===== src/rtl/sysbus_pkg.sv =====
// Shared system-bus definitions: arbiter state encoding and bus tag bits used by
// the bus masters.
package sysbus_pkg;

    typedef enum logic [1:0] {
        ST_IDLE    = 2'd0,
        ST_GRANT   = 2'd1,
        ST_OWNED   = 2'd2,
        ST_RELEASE = 2'd3
    } arb_state_e;

    // Bit positions of the tag field carried on main_bus_req.
    localparam int SYSBUS_WRITE  = 0;
    localparam int SYSBUS_MEMORY = 1;

endpackage


===== src/rtl/rr_pick.sv =====
// Rotating priority encoder: first set request at or above ptr, wrapping at
// NUM_REQ-1 back to 0.
module rr_pick #(
    parameter int NUM_REQ   = 4,
    parameter int IDX_WIDTH = 2
) (
    input  logic [NUM_REQ-1:0]   req,
    input  logic [IDX_WIDTH-1:0] ptr,
    output logic [NUM_REQ-1:0]   winner,
    output logic [IDX_WIDTH-1:0] win_idx,
    output logic                 any
);

    logic [IDX_WIDTH-1:0] offset;
    logic [IDX_WIDTH:0]   sum;

    always_comb begin
        offset = '0;
        // Walk from the farthest position down so the closest hit to ptr wins.
        for (int i = NUM_REQ - 1; i >= 0; i--) begin
            if (req[(int'(ptr) + i) % NUM_REQ]) offset = IDX_WIDTH'(i);
        end
        sum = {1'b0, ptr} + {1'b0, offset};
        if (sum >= (IDX_WIDTH + 1)'(NUM_REQ)) sum = sum - (IDX_WIDTH + 1)'(NUM_REQ);
        win_idx = sum[IDX_WIDTH-1:0];
        any     = |req;
        winner  = any ? (NUM_REQ'(1) << win_idx) : '0;
    end

endmodule


===== src/rtl/sysbus_arbiter.sv =====
// Round-robin owner arbiter for the shared system bus: grants, tracks the owner
// through its tenure, inserts one turnaround cycle and revokes untaken grants.
module sysbus_arbiter
    import sysbus_pkg::*;
#(
    parameter int NUM_REQ       = 4,
    parameter int IDX_WIDTH     = 2,
    parameter int GRANT_TIMEOUT = 15,
    parameter int TIMEOUT_WIDTH = 4
) (
    input  logic                 clk,
    input  logic                 reset,
    input  logic [NUM_REQ-1:0]   abtr_reqcyc,
    input  logic [NUM_REQ-1:0]   bus_busy,
    output logic [NUM_REQ-1:0]   abtr_grant,
    output logic [IDX_WIDTH-1:0] owner_idx,
    output logic                 owner_valid,
    output logic                 bus_idle,
    output logic                 grant_timeout,
    output logic                 busy_err,
    output arb_state_e           dbg_state
);

    // Handshake: a master holds abtr_reqcyc until it sees abtr_grant, then raises
    // bus_busy for as long as it drives the bus; the grant stays up while that
    // owner's bus_busy is high and is withdrawn one cycle after it falls. A grant
    // whose request drops, or that is not taken within GRANT_TIMEOUT cycles, is
    // revoked.

    localparam logic [TIMEOUT_WIDTH-1:0] WAIT_LAST = TIMEOUT_WIDTH'(GRANT_TIMEOUT - 1);

    arb_state_e             state;
    logic [IDX_WIDTH-1:0]   rr_ptr;
    logic [TIMEOUT_WIDTH-1:0] wait_cnt;

    logic [NUM_REQ-1:0]     pick_onehot;
    logic [IDX_WIDTH-1:0]   pick_idx;
    logic                   pick_any;
    logic [IDX_WIDTH-1:0]   next_ptr;
    logic [NUM_REQ-1:0]     owner_mask;
    logic                   owner_busy;
    logic                   owner_req;
    logic                   go_release;
    logic                   timeout_hit;

    rr_pick #(
        .NUM_REQ  (NUM_REQ),
        .IDX_WIDTH(IDX_WIDTH)
    ) u_rr_pick (
        .req    (abtr_reqcyc),
        .ptr    (rr_ptr),
        .winner (pick_onehot),
        .win_idx(pick_idx),
        .any    (pick_any)
    );

    always_comb begin
        next_ptr    = (int'(owner_idx) == NUM_REQ - 1) ? '0 : owner_idx + IDX_WIDTH'(1);
        owner_mask  = owner_valid ? (NUM_REQ'(1) << owner_idx) : '0;
        owner_busy  = bus_busy[owner_idx];
        owner_req   = abtr_reqcyc[owner_idx];
        timeout_hit = 1'b0;
        go_release  = 1'b0;
        // Busy beats withdraw, withdraw beats timeout.
        if (state == ST_GRANT && !owner_busy) begin
            if (!owner_req) begin
                go_release = 1'b1;
            end else if (wait_cnt == WAIT_LAST) begin
                go_release  = 1'b1;
                timeout_hit = 1'b1;
            end
        end else if (state == ST_OWNED && !owner_busy) begin
            go_release = 1'b1;
        end
    end

    always_ff @(posedge clk or negedge reset) begin
        if (!reset) begin
            state         <= ST_IDLE;
            abtr_grant    <= '0;
            owner_idx     <= '0;
            owner_valid   <= 1'b0;
            bus_idle      <= 1'b1;
            grant_timeout <= 1'b0;
            busy_err      <= 1'b0;
            rr_ptr        <= '0;
            wait_cnt      <= '0;
        end else begin
            grant_timeout <= timeout_hit;
            busy_err      <= |(bus_busy & ~owner_mask);
            if (go_release) begin
                // rr_ptr moves now so the turnaround cycle arbitrates with it.
                state       <= ST_RELEASE;
                abtr_grant  <= '0;
                owner_valid <= 1'b0;
                rr_ptr      <= next_ptr;
            end else begin
                case (state)
                    ST_IDLE, ST_RELEASE: begin
                        if (pick_any) begin
                            state       <= ST_GRANT;
                            abtr_grant  <= pick_onehot;
                            owner_idx   <= pick_idx;
                            owner_valid <= 1'b1;
                            bus_idle    <= 1'b0;
                            wait_cnt    <= '0;
                        end else begin
                            state    <= ST_IDLE;
                            bus_idle <= 1'b1;
                        end
                    end
                    ST_GRANT: begin
                        if (owner_busy) state <= ST_OWNED;
                        else            wait_cnt <= wait_cnt + TIMEOUT_WIDTH'(1);
                    end
                    default: state <= ST_OWNED;
                endcase
            end
        end
    end

    assign dbg_state = state;

endmodule

===== config.mk =====
export PLATFORM = sky130hd
export DESIGN_NAME = sysbus_arbiter
export DESIGN_NICKNAME = d
export VERILOG_FILES = /design/src/rtl/sysbus_pkg.sv /design/src/rtl/rr_pick.sv /design/src/rtl/sysbus_arbiter.sv
export SDC_FILE = /design/constraint.sdc
export NUM_CORES = 1
export LEC_CHECK = 0
export CORE_ASPECT_RATIO = 0.75
export CORE_MARGIN = 8
export CORE_UTILIZATION = 57
export CTS_BUF_LIST = sky130_fd_sc_hd__clkbuf_8
export DETAILED_ROUTE_END_ITERATION = 16
export PLACE_DENSITY_LB_ADDON = 0.05
export SLEW_MARGIN = 25
export SYNTH_ARGS = -nofsm -noshare
export SYNTH_HDL_FRONTEND = slang
export SYNTH_SLANG_ARGS = --single-unit

===== constraint.sdc =====
create_clock -name clk -period 2.95 [get_ports clk]
set_input_delay 0.885 -clock clk [delete_from_list [all_inputs] [get_ports clk]]
set_output_delay 0.885 -clock clk [all_outputs]
set_load 0.1 [all_outputs]

# After elaboration in Yosys (flattened, before gate mapping)
# Index checks and enable logic that the tools add are counted.
op_classes:
  n_mux: 42
  bitwise: 6
  n_eq_ne: 8
  shift: 2
  add_sub_neg: 7
  n_reduce_logical: 17
  n_lt_le_gt_ge: 6
ops:
  columns: ["operator", "n"]
  rows:
  - ["4-bit two-way mux", 6]
  - ["1-bit two-way mux", 20]
  - ["2-bit two-way mux", 8]
  - ["1-bit binary-select mux with 2-bit select", 6]
  - ["3-bit by 4-bit < comparator with 1-bit output (second input constant)", 3]
  - ["4-bit case mux with 2 select lines", 1]
  - ["2-bit OR reduction", 4]
  - ["4-bit OR reduction", 2]
  - ["1-bit by 2-bit << shifter with 4-bit output (first input constant)", 2]
  - ["2-bit by 3-bit < comparator with 1-bit output (second input constant)", 2]
  - ["2-bit nonzero test", 3]
  - ["2-bit by 1-bit adder with 2-bit output (second input constant)", 2]
  - ["2-bit adder (second input constant)", 2]
  - ["4-bit by 1-bit adder with 4-bit output (second input constant)", 1]
  - ["4-bit bitwise AND", 1]
  - ["2-bit by 1-bit equality test with 1-bit output (second input constant)", 2]
  - ["2-bit equality test (second input constant)", 2]
  - ["4-bit equality test (second input constant)", 1]
  - ["2-bit != test (second input constant)", 2]
  - ["4-bit NOT", 1]
  - ["2-bit case mux with 2 select lines", 1]
  - ["2-bit AND reduction", 2]
  - ["4-bit AND reduction", 1]
  - ["2-bit by 2-bit adder with 3-bit output", 1]
  - ["other kinds (9)", 12]
totals:
  out_inout_bits: 12
  inputBits: 10
  ff_bits: 18
  word_cells: 97

# Longest topological paths before layout
# Gate-level depths: netlist (run 1).
logic_depth:
  word_depth: 17
  depth_mapped: 10
  depth_no_buf: 9

# Hierarchy
# A second synthesis (run 1) with hierarchy kept.
hier_totals:
  cells_unflattened: 150
  area_unflattened_um2: 1443.9
by_module_without_submodules:
  columns: ["module", "cells_each", "seq_area_each_um2", "area_per_inst_um2", "n_inst"]
  rows:
  - ["sysbus_arbiter", 113, 451.7, 1153.6, 1]
  - ["rr_pick", 37, 0.0, 290.3, 1]

# Worst setup path before layout (run 1)
# No wires, ideal clock.
synth_timing:
  kind: "reg-to-reg"
  from: "register owner_idx[0]"
  to: "register wait_cnt[2]"
  required_time_ps: 2830
  stages_incl_launch_ff: 5
  setup_time_ps: 120
  arrival_time_ps: 2419
  path_slack_ps: 410
  period_less_slack_ps: 2540
  n_path_buf: 0
  path_cell_list: "dfrtp_1 mux4_2 nand4b_1 a211o_1 o211a_1"
synth_via:
  elab_chain_cells: 8
  word_cells_on_any_way: 13
  cone_classes: "1 x eq/ne; 7 x mux; 1 x bitwise; 4 x reduce/logical"
synth_lines:
  columns: ["element", "line", "text"]
  rows:
  - ["start, declared", "sysbus_arbiter.sv:16", "output logic [IDX_WIDTH-1:0] owner_idx,"]
  - ["start signal, assigned", "sysbus_arbiter.sv:103", "owner_idx <= pick_idx;"]
  - ["1-bit binary-select mux with 2-bit select", "sysbus_arbiter.sv:60", "owner_busy = bus_busy[owner_idx];"]
  - ["1-bit two-way mux (not written as such)", "sysbus_arbiter.sv:60", null]
  - ["1-bit zero test", "sysbus_arbiter.sv:65, sysbus_arbiter.sv:72", null]
  - ["1-bit logical AND", "sysbus_arbiter.sv:72", "end else if (state == ST_OWNED && !owner_busy) begin"]
  - ["1-bit two-way mux", "sysbus_arbiter.sv:72", null]
  - ["1-bit two-way mux", "sysbus_arbiter.sv:65", "if (state == ST_GRANT && !owner_busy) begin"]
  - ["1-bit NOT (no line)", null, null]
  - ["4-bit AND reduction (no line) (*)", null, null]
  - ["end signal, assigned", "sysbus_arbiter.sv:114", "else wait_cnt <= wait_cnt + TIMEOUT_WIDTH'(1);"]
  - ["end, declared", "sysbus_arbiter.sv:34", "logic [TIMEOUT_WIDTH-1:0] wait_cnt;"]
# Mark *: on every way between the ends. The rest lies on a longest branch, timed or not. The select of a mux whose other input is x is not followed.
# A chain may end at the register's enable or synchronous reset.

# Worst setup path in the final report (run 1)
layout_timing:
  from: "input abtr_reqcyc[2]"
  to: "register abtr_grant[0]"
layout_via:
  elab_chain_cells: 14
  word_cells_on_any_way: 31
  cone_classes: "2 x add/sub; 1 x order compare; 1 x shift; 23 x mux; 4 x reduce/logical"
layout_lines:
  columns: ["element", "line", "text"]
  rows:
  - ["start, declared", "sysbus_arbiter.sv:13", "input logic [NUM_REQ-1:0] abtr_reqcyc,"]
  - ["1-bit binary-select mux with 2-bit select", "rr_pick.sv:21", "if (req[(int'(ptr) + i) % NUM_REQ]) offset = IDX_WIDTH'(i);"]
  - ["1-bit two-way mux (not written as such) (2 in a row)", "rr_pick.sv:21", null]
  - ["2-bit two-way mux (3 in a row)", "rr_pick.sv:21", null]
  - ["2-bit two-way mux (*)", "rr_pick.sv:21", null]
  - ["2-bit by 2-bit adder with 3-bit output (*)", "rr_pick.sv:23", "sum = {1'b0, ptr} + {1'b0, offset};"]
  - ["3-bit >= comparator or 2-bit by 1-bit subtractor with 2-bit output (tied branches)", "rr_pick.sv:24", "if (sum >= (IDX_WIDTH + 1)'(NUM_REQ)) sum = sum - (IDX_WIDTH + 1)'(NUM_REQ);"]
  - ["2-bit two-way mux (*)", "rr_pick.sv:24", null]
  - ["net pick_idx[0]", "sysbus_arbiter.sv:37", "logic [IDX_WIDTH-1:0] pick_idx;"]
  - ["1-bit by 2-bit << shifter with 4-bit output (*)", "rr_pick.sv:27", "winner = any ? (NUM_REQ'(1) << win_idx) : '0;"]
  - ["4-bit two-way mux (*)", "sysbus_arbiter.sv:100", "if (pick_any) begin"]
  - ["4-bit two-way mux (*)", "sysbus_arbiter.sv:98", "case (state)"]
  - ["4-bit two-way mux (*)", "sysbus_arbiter.sv:91", "if (go_release) begin"]
  - ["end signal, assigned", "sysbus_arbiter.sv:102", "abtr_grant <= pick_onehot;"]
  - ["end, declared", "sysbus_arbiter.sv:15", "output logic [NUM_REQ-1:0] abtr_grant,"]
# The timed path passes the listed nets; every way through them passes the cells marked *. The select of a mux whose other input is x is not followed.

==> results_dict.tcl, run 1 <==
set metrics [dict create \
    grt_usage 0.163 \
    cp_max_fo 7 \
    setup.worst_path.start "abtr_reqcyc[2]" \
    relSlewSlack 0.666 \
    clock_skew_ps 6.47 \
    insertion_delay_ps 260 \
    clock_sinks 18 \
    root_buffer "clkbuf_8" \
    dp_cells 190 \
    yosysWarnings 0 \
    synth_seq_area_share 0.361 \
    crit_arrival_ps 2950 \
    wl_per_cell_um 16.0 \
    cts_tree "built" \
    fmax_mhz 360 \
    numCtsBuffers 3 \
    core-area_mm2 0.00205 \
    hold_buffers 0 \
    hold_violations 0 \
    postLayoutCoreUtil 0.760 \
    htree_levels 1 \
    avgSynthCellArea_um2 8.75 \
    crit_chain "clkdlybuf4s50_1, nor2_1, a2bb2oi_1, o221ai_1, o31a_1, ha_1, nor3_1, o21ai_0, a31oi_1" \
    hold_class "reg2reg" \
    setup_tns_ps 0 \
    period_needed_ps 2780 \
    drt_iter0_drc 59 \
    grt_max_degree 19 \
    cpMaxStageDelayCell "clkdlybuf4s50_1" \
    critical_path.max_stage_delay_ps 610 \
    status "complete, no violations" \
    antenna_found_initial 0 \
    cts.reportedPaths.clkPinSlew_ps 60 \
    io_pins 22 \
    viasPerCell 6.14 \
    antenna_left 0 \
    die_w_um 70.1 \
    grt_overflow 0 \
    vias 1191 \
    synth_nets 162 \
    setup_violations 0 \
    cts_setup_buffers 0 \
    grt_pass1_wl_um 5470 \
    hpwl_um 2320 \
    cp_num_cells 9 \
    yosysTopAreaCell "dfrtp_1" \
    area_growth_pct 24.5 \
    synth-seq-cells 18 \
    wl_um 3100 \
    nets 190 \
    n_antenna_cell 0 \
    syn_inst 143 \
    rsz0062_at_grt "false" \
    drive_above_1_share 0.171 \
    grt_pass1_vias 1192 \
    whs_path_depth 1 \
    critPathRequiredTime_ps 3120 \
    portBuffers 21 \
    rows 14 \
    ff2ff_path_depth 7 \
    crit_buf_inv 1 \
    crit_family "compound AO/OA/AOI/OAI gates" \
    die_h_um 56.6 \
    place_congestion 0.875 \
    synth_area_leaders "dfrtp_1, ha_1, nand2_1" \
    syn_area_mm2 0.00125 \
    tightestPinTransition_ps 501 \
    remaining_drc_errors 0 \
    hp-start "wait_cnt[0]" \
    stdcell_count 194 \
    die_area_mm2 0.00397 \
    critical_path_class "in2reg" \
    drv_slew 0 \
    dr.pass1.iters 4 \
    start_util 0.611 \
    period_share 0.941 \
    synth_cell_type_count 42 \
    drv_cap 0 \
    synth_top_area_share 0.340 \
    critPathLaunchType "primary input" \
    endpoint_kind "flop" \
    clockBufferDepth 2 \
    worstReg2RegStart "rr_ptr[1]" \
    post_cts_resized 0 \
]
==> registers in the layout (all words and copies together) (netlist names) <==
name           flops
dbg_state          2
busy_err           1
bus_idle           1
owner_valid        1
grant_timeout      1
owner_idx          2
wait_cnt           4
abtr_grant         4
rr_ptr             2
==> worst paths after layout <==
check,to,slack (ps)
max,abtr_grant[0],170
min reg2reg,wait_cnt[0],540
min in group asynchronous,rr_ptr[1],950
min,wait_cnt[0],540
max in group asynchronous,bus_idle,1730
max reg2reg,abtr_grant[0],900
==> logic make-up after synthesis <==
| group | share of synthesized area |
|---|---|
| fa+ha+maj | 0.0900 |
| simple gates | 0.180 |
| mux | 0.0450 |
| buf+inv | 0.0640 |
| flops | 0.361 |
| compound gates | 0.260 |
==> cell usage after synthesis <==
cell,count
mux4_2,2
dfstp_2,1
o22ai_1,1
and3_1,1
o211a_1,2
a22oi_1,2
nor2b_1,2
clkbuf_2,1
inv_1,13
a21oi_1,8
o41ai_1,1
nand2_1,17
a311o_1,1
a21o_1,1
a31oi_1,5
buf_4,1
a32oi_1,1
and4b_1,1
nand4b_1,1
a31o_1,1
a32o_1,1
o211ai_1,2
a2bb2oi_1,1
mux2_1,1
o31a_1,1
o21ai_1,3
o21ai_0,11
or4_1,2
a211o_1,1
ha_1,9
clkbuf_1,1
nand3_1,6
o31ai_1,1
o41ai_2,1
nor2_1,10
buf_2,3
nand2b_1,1
nor3b_1,2
a311oi_2,1
nor3_1,4
dfrtp_1,17
o221ai_1,1
==> per-stage QoR <==
stage,instance area [um^2],setup WS [ps],hold slack (ps)
2_1_floorplan,1250,410,488
5_1_grt,1560,19.2,560
4_1_cts,1560,181,537
6_report,1560,173,536
3_3_place_gp,1500,-6.86,511
3_5_place_dp,1500,-62.4,528
==> routing by layer <==
| metal | GRT usage | part of all wire | vias up |
|---|---|---|---|
| met4 | 0.0429 | 0.0035 | 0 |
| met1 | 0.214 | 0.50 | 568 |
| met2 | 0.252 | 0.42 | 41 |
| met5 | 0 | 0 | - |
| met3 | 0.0526 | 0.071 | 2 |
| li1 | - | - | 580 |
==> worst register-to-register path, delay by kind of cell (launching register included) <==
kind            cells  cell delay, ps
compound gates      5             890
fa+ha+maj           1             330
simple gates        1             270
flops               1             470
==> cells in the final DEF, fill, tap and decap left out, drive strengths merged, types with 2 or more instances in the layout <==
| cell type | netlist | routed |
|---|---|---|
| dfrtp | 17 | 17 |
| nor2 | 10 | 10 |
| clkdlybuf4s50 | 0 | 9 |
| o21ai | 14 | 14 |
| o41ai | 2 | 2 |
| a22oi | 2 | 2 |
| or4 | 2 | 2 |
| clkbuf | 2 | 4 |
| nand3 | 6 | 6 |
| a31oi | 5 | 5 |
| o211ai | 2 | 2 |
| inv | 13 | 13 |
| nor3 | 4 | 4 |
| a21oi | 8 | 8 |
| nor3b | 2 | 2 |
| nand2 | 17 | 17 |
| mux4 | 2 | 2 |
| nor2b | 2 | 2 |
| ha | 9 | 9 |
| buf | 4 | 20 |
| o211a | 2 | 2 |
==> area by class of cell <==
class | count | area (um^2)
inverters | 13 | 48.8
multi-input cells | 106 | 719
repair buffers | 29 | 253
flip-flops and latches | 18 | 452
well taps | 24 | 30.0
clock buffers | 4 | 55.1
fillers | 145 | 492
Power of run 1 is left out: the tool's default activity adds up to more than one toggle a clock period on the data nets, which glitch-free logic cannot reach.
==> inputs of run 2 (changes only) <==
--- a/config.mk
+++ b/config.mk
@@ -6,11 +6,12 @@
 export NUM_CORES = 1
 export LEC_CHECK = 0
 export CORE_ASPECT_RATIO = 0.75
-export CORE_MARGIN = 8
+export CORE_MARGIN = 1.5
 export CORE_UTILIZATION = 57
 export CTS_BUF_LIST = sky130_fd_sc_hd__clkbuf_8
 export DETAILED_ROUTE_END_ITERATION = 16
 export PLACE_DENSITY_LB_ADDON = 0.05
+export SETUP_SLACK_MARGIN = 0.5
 export SLEW_MARGIN = 25
 export SYNTH_ARGS = -nofsm -noshare
 export SYNTH_HDL_FRONTEND = slang
==> run 2 against run 1 <==
Against the previous run:
- register-to-register slack improved by 80 ps
- global-route usage is 12 points higher
- die area fell by 37%
- cell count is 1.5% higher
- setup slack better by 510 ps
==> results_dict.tcl, run 2 (synthesis gave the netlist of run 1 again) <==
set metrics [dict create \
    status "complete, no violations" \
    antenna_found_initial 0 \
    grt_usage 0.282 \
    final_cell_mix "buf_4, nand2_1, dfrtp_1" \
    rsz0062_at_grt "false" \
    clockBufferDepth 2 \
    n_antenna_cell 0 \
    clock_sinks 18 \
    insertion_delay_ps 260 \
    final_common_cell "buf_4" \
    htree_levels 1 \
    drive_above_1_share 0.249 \
    wl_per_cell_um 17.1 \
    setup.worst_path.start "abtr_reqcyc[2]" \
    setup_ws_ps 682 \
    drt_iter0_drc 64 \
    vias 1267 \
    grt_max_degree 19 \
    portBuffers 21 \
    nets 193 \
    grt_pass1_vias 1127 \
    hp-start "abtr_grant[3]" \
    place_congestion 0.888 \
    numCtsBuffers 3 \
    setup_violations 0 \
    cts_tree "built" \
    die_w_um 57.1 \
    grt_overflow 0 \
    crit_arrival_ps 2450 \
    dr.pass1.iters 4 \
    core-area_mm2 0.00203 \
    endpoint_kind "flop" \
    wl_um 3360 \
    die_area_mm2 0.00249 \
    drv_slew 0 \
    antenna_left 0 \
    relSlewSlack 0.650 \
    rows 14 \
    worstReg2RegStart "rr_ptr[1]" \
    preCtsSetupSlack_ps -158 \
    hold_class "reg2reg" \
    io_pins 22 \
    drv_cap 0 \
    top_regs "abtr_grant x4, wait_cnt x4" \
    clock_skew_ps 2.49 \
    critPathLaunchType "primary input" \
    start_util 0.616 \
    tightestPinTransition_ps 525 \
    critical_path_class "in2reg" \
    hpwl_um 2280 \
    hold_violations 0 \
    viasPerCell 6.43 \
    period_needed_ps 2270 \
    die_h_um 43.6 \
    fmax_mhz 441 \
    area_growth_pct 31.1 \
    grt_pass1_wl_um 5350 \
    critPathRequiredTime_ps 3130 \
    cp_max_fo 7 \
    root_buffer "clkbuf_8" \
    period_share 0.769 \
    postLayoutCoreUtil 0.807 \
    cts.reportedPaths.clkPinSlew_ps 70 \
    remaining_drc_errors 0 \
]
run 2: changes by cell type in the layout (fill, tap and decap cells not counted), sizes merged:
cell / previous run / this run
clkbuf: 4 / 7
clkdlybuf4s50: 9 / 1
dlymetal6s2s: 0 / 5
mux4: 2 / 3
buf: 20 / 22
run 2: layer usage:
metal / vias up / GRT usage / wire length [um]
met2: 58 / 0.448 / 1580
met5: - / 0 / 0
met1: 609 / 0.396 / 1490
met3: 9 / 0.0597 / 249
met4: 0 / 0.0791 / 42
li1: 591 / - / -
run 2: metrics by stage:
step                std cells  TNS [ps]  area [um^2]  hold slack [ps]
finish                    197         0         1640              539
floorplan                 143         0         1250              488
global route              197         0         1640              575
global placement          190         0         1490              510
CTS                       195         0         1590              544
detailed placement        190      -560         1490              536
run 2: worst paths after layout:
| check | to | slack (ps) | cells after the start |
|---|---|---|---|
| worst max-delay path | abtr_grant[3] | 680 | 9 |
| worst min-delay path | abtr_grant[3] | 540 | 2 |
| worst max register to register | abtr_grant[3] | 980 | 7 |
| worst min register to register | abtr_grant[3] | 540 | 2 |
| max in group asynchronous | bus_idle | 1740 | 2 |
| min in group asynchronous | rr_ptr[1] | 950 | 2 |
run 2: worst max-delay path, stage by stage:
cell and delay (ps):
clkbuf_2 150, nor2_2 150, a2bb2oi_2 150, o221ai_1 120, o31a_1 160, ha_4 320, nor3b_4 220, nand3_1 100
a31oi_1 190
run 2: timing repair:
action | 4_1_cts | 5_1_grt
hold endpoints to repair | 0 | 0
buffers inserted | 1 | 1
pin swaps | 2 | 3
setup endpoints to repair | 12 | 9
hold buffers | 0 | 0
resized for setup | 12 | 14
gates cloned | 0 | 1
run 2: layout make-up:
type / count / area [um^2]
Fill cell: 134 / 392
Timing Repair Buffer: 31 / 253
Clock buffer: 4 / 55.1
Inverter: 13 / 48.8
Multi-Input combinational cell: 107 / 801
Tap cell: 24 / 30.0
Sequential cell: 18 / 453
Power of run 2 is left out for the same reason.
